<file path="src/rtl/pipo_arbiter.sv">
`default_nettype none
// ============================================================================
//  Module   : pipo_arbiter
//  Purpose  : Four-requester round-robin arbiter feeding a single shared
//             holding register with a valid/ready output port. The register
//             can be drained and reloaded on the same edge, so the port
//             sustains one word per cycle.
//  Revision : 1.0  initial release
// ============================================================================
module pipo_arbiter #(
  parameter int WIDTH = 8
) (
  input  logic               clk,
  input  logic               reset,
  input  logic [3:0]         req_valid,
  input  logic [4*WIDTH-1:0] req_data,
  output logic [3:0]         req_ready,
  output logic [WIDTH-1:0]   out_data,
  output logic               out_valid,
  input  logic               out_ready,
  output logic [1:0]         out_src,
  output logic               busy
);

  typedef enum logic [0:0] {
    ST_EMPTY = 1'b0,
    ST_FULL  = 1'b1
  } state_t;

  state_t           state_q, state_d;
  logic [WIDTH-1:0] data_q,  data_d;
  logic [1:0]       src_q,   src_d;
  logic [1:0]       last_q,  last_d;

  logic             win_found;
  logic [1:0]       win_idx;
  logic             accept_open;
  logic             grant_en;

  // Round-robin search: start one past the last winner and wrap around.
  always_comb begin
    logic [1:0] cand;
    win_found = 1'b0;
    win_idx   = 2'd0;
    cand      = 2'd0;
    for (int k = 1; k <= 4; k++) begin
      cand = last_q + 2'(k);
      if (!win_found && req_valid[cand]) begin
        win_found = 1'b1;
        win_idx   = cand;
      end
    end
  end

  // Grant is combinational; the register can take a word when empty or when
  // the current word leaves on this same edge. Reset suppresses any grant.
  always_comb begin
    accept_open = (state_q == ST_EMPTY) || out_ready;
    grant_en    = accept_open && win_found && !reset;
    req_ready   = grant_en ? (4'b0001 << win_idx) : 4'b0000;
  end

  // Next-state: load on grant, drain to EMPTY when consumed without a refill.
  always_comb begin
    state_d = state_q;
    data_d  = data_q;
    src_d   = src_q;
    last_d  = last_q;
    if (grant_en) begin
      state_d = ST_FULL;
      data_d  = req_data[win_idx*WIDTH +: WIDTH];
      src_d   = win_idx;
      last_d  = win_idx;
    end else if ((state_q == ST_FULL) && out_ready) begin
      state_d = ST_EMPTY;
    end
  end

  // State registers; last_q resets to 3 so requester 0 is searched first.
  always_ff @(posedge clk or posedge reset) begin
    if (reset) begin
      state_q <= ST_EMPTY;
      data_q  <= '0;
      src_q   <= 2'd0;
      last_q  <= 2'd3;
    end else begin
      state_q <= state_d;
      data_q  <= data_d;
      src_q   <= src_d;
      last_q  <= last_d;
    end
  end

  // Output mapping.
  always_comb begin
    out_data  = data_q;
    out_valid = (state_q == ST_FULL);
    out_src   = src_q;
    busy      = (state_q == ST_FULL);
  end

endmodule
`default_nettype wire

</file>
<file path="config.mk">
export PLATFORM = sky130hd
export DESIGN_NAME = pipo_arbiter
export DESIGN_NICKNAME = d
export VERILOG_FILES = /design/src/rtl/pipo_arbiter.sv
export SDC_FILE = /design/constraint.sdc
export NUM_CORES = 1
export LEC_CHECK = 0
export ABC_AREA = 1
export BUFFER_PORTS_ARGS = -buffer_cell sky130_fd_sc_hd__buf_2
export CAP_MARGIN = 20
export CORE_MARGIN = 2
export CORE_UTILIZATION = 29
export CTS_CLUSTER_SIZE = 40
export DETAILED_ROUTE_END_ITERATION = 10
export PLACE_DENSITY = 0.53
export SETUP_SLACK_MARGIN = 0.4
export SLEW_MARGIN = 0
export SYNTH_ARGS = -nofsm -noshare
export SYNTH_HDL_FRONTEND = slang
export SYNTH_SLANG_ARGS = --single-unit
</file>
<file path="constraint.sdc">
create_clock -name clk -period 1.9 [get_ports clk]
set_clock_uncertainty 0.1 [all_clocks]
set_input_delay 0.095 -clock clk [delete_from_list [all_inputs] [get_ports clk]]
set_output_delay 0.095 -clock clk [all_outputs]
set_load 0.01 [all_outputs]
</file>
==> results_dict.tcl <==
set metrics [dict create \
    die_w_um 65.7 \
    power.density_nw_per_um2 2560 \
    final_nets 318 \
    violations "setup timing" \
    slew_headroom_pct 87.5 \
    synthCells 188 \
    place_hpwl_mm 2.50 \
    ys_seq_area_share_pct 29.7 \
    ys_types 21 \
    r2r_cells 16 \
    cts_tree "built" \
    finalCriticalPeriod_ps 2290 \
    seq_area_um2 328 \
    multi_input_area_um2 903 \
    holdPathStages 4 \
    worst_ep_required_time_ps 1700 \
    final_util_pct 57.3 \
    worst_ep_arrival_time_ps 2100 \
    antenna_found_initial 0 \
    drc 0 \
    cts.clk_slew.worst_paths_ps 50 \
    via_per_inst 4.59 \
    worstSetupPathType "flip-flop to primary output" \
    hold_path.class "input pin to flip-flop" \
    numCtsBuffers 3 \
    htree_levels 1 \
    yosys_warnings 0 \
    grt_use_total_pct 18.4 \
    num-fill-cells 382 \
    first_iter_violations 40 \
    port_buffers 54 \
    status "finished with violations" \
    num_rows 22 \
    syn_nets 227 \
    area_growth_pct 90.5 \
    clockBufferDepth 2 \
    grt_pass1_vias 1442 \
    antenna_left 0 \
    drt_pass1_iterations 4 \
    grt_start_max_net_pins 16 \
    place_congestion 0.789 \
    antenna_cells 0 \
    critPathLaunchType "flip-flop" \
    fmax_mhz 437 \
    rsz0062_at_grt "true" \
    vias 1496 \
    fin_ws_ps -391 \
    cts.sinks 13 \
    hold_viol_final 0 \
    path_max_fanout 5 \
    leakage_nw 1.18 \
    setup_viol 17 \
    syn_avg_cell_area_um2 5.86 \
    dieHeight_um 65.7 \
    dieArea_um2 4310 \
    worstMarginPinSlew_ps 187 \
    cts_root_buf "clkbuf_8" \
    clk_latency_ps 240 \
    wirelength_mm 3.92 \
    fin_tns_setup_ps -5000 \
    maxCapViolCount 0 \
    synth-seq-cells 13 \
    syn_area_um2 1100 \
    cp-end-kind "primary output" \
    fp.coreArea_um2 3660 \
    grt_overflow_total 0 \
    slew_viol_final 0 \
    pin_count 55 \
    drive_above_1_share_pct 56.8 \
    finalCritPeriodShare_pct 121 \
    grt_pass1_wl_mm 6.14 \
    start_util_pct 30.1 \
    ir_drop_mv 1.03 \
    hold_slack_ps 48.6 \
    wl_per_cell_um 12.0 \
]
-- Yosys cell counts (all sizes together) --
library cell    n  area [um2]
inv            11        41.3
nor3            1        5.00
dfrtp          11         275
nand3          21         110
nor2            9        48.8
nand2         120         483
dfstp           2        52.6
a21oi           1        5.00
buf             6        47.5
o21ai           3        15.0
nand3b          1        7.51
clkbuf          1        3.75
a21boi          1        7.51
-- cell usage in the layout, fill, tap and decap left out, types with 2 or more instances in the layout --
cell,instances
nand2_4,7
buf_12,4
nand3_1,15
nand2_8,2
nor2_1,2
nand3_2,5
buf_16,2
nor2_4,6
buf_6,13
nand2_1,83
inv_2,3
buf_4,21
clkbuf_8,3
dfstp_2,2
inv_1,5
nand2_2,28
dfrtp_1,11
buf_2,52
inv_4,2
-- what timing repair did --
item                                   4_1_cts  5_1_grt
buffers inserted                            10        6
setup endpoints to repair                   17       17
hold buffers                                 1        0
gates resized for setup                     40       34
pin swaps                                   26        7
endpoints found under the hold margin       11        0
cloned                                       2        0
-- stage by stage --
stage          setup slack (ps)  instance area [um2]  power (mW)  cells
2_1_floorplan             -21.9                 1150        2.56    188
3_3_place_gp               -162                 1600        3.54    303
3_5_place_dp               -179                 1600        3.54    303
4_1_cts                    -323                 1930        4.90    320
5_1_grt                    -507                 2100        5.85    326
6_report                   -391                 2100        5.38    326
-- path summary, 6_finish.rpt --
kind / slack [ps] / startpoint / to
setup reg to reg: -330 / last_q[0] / out_data[5]
setup / recovery: -390 / last_q[0] / req_ready[2]
max in group asynchronous: 1130 / reset / last_q[0]
min in group asynchronous: 340 / reset / busy
hold / removal: 50 / out_ready / busy
hold reg to reg: 370 / out_data[1] / out_data[1]
-- critical path, cell delays in order (launching register included) --
cell     delay (ps)
dfstp_2         600
buf_6           130
nand2_4          50
nand3_1          90
nand2_1          90
nor2_4          160
nand3_4         110
nor2_4          140
nor2_4           60
inv_4            70
nand2_1         100
nor2_2          110
buf_2           140
-- per-layer routing --
layer / part of all wire [%] / vias to the layer above / track usage [%]
li1: - / 759 / -
met1: 42 / 684 / 22.5
met2: 51 / 45 / 32.8
met3: 5.1 / 8 / 4.45
met4: 1.8 / 0 / 3.39
met5: 0 / - / 0
-- final cells by class --
type                       instances  area share (%)
tap                               48            2.86
inverter                          11            2.56
timing repair buffer              93            33.8
sequential                        13            15.6
multi-input combinational        157            43.0
clock buffer                       4            2.15
-- flip-flops by register name, indices dropped and copies added, names as in the netlist --
register	flops
out_data	8
last_q	2
out_src	2
busy	1
-- cell families (layout without fill, tap and decap cells) --
family                 after synthesis  after routing  synth area share [%]
AND/OR/NAND/NOR                    152            152                  59.4
buffers and inverters               18            108                  8.40
flip-flops                          13             13                  29.7
AO/OA/AOI/OAI                        5              5                  2.50
-- power by group --
part	leakage (nW)	switching (mW)	total [mW]	internal, mW
registers	0.158	0.0913	0.522	0.431
clock network	0.0228	0.0921	0.240	0.148
logic	1.00	2.39	4.61	2.22
total	1.18	2.58	5.38	2.80
No activity file was read; power rests on OpenSTA's default activity.
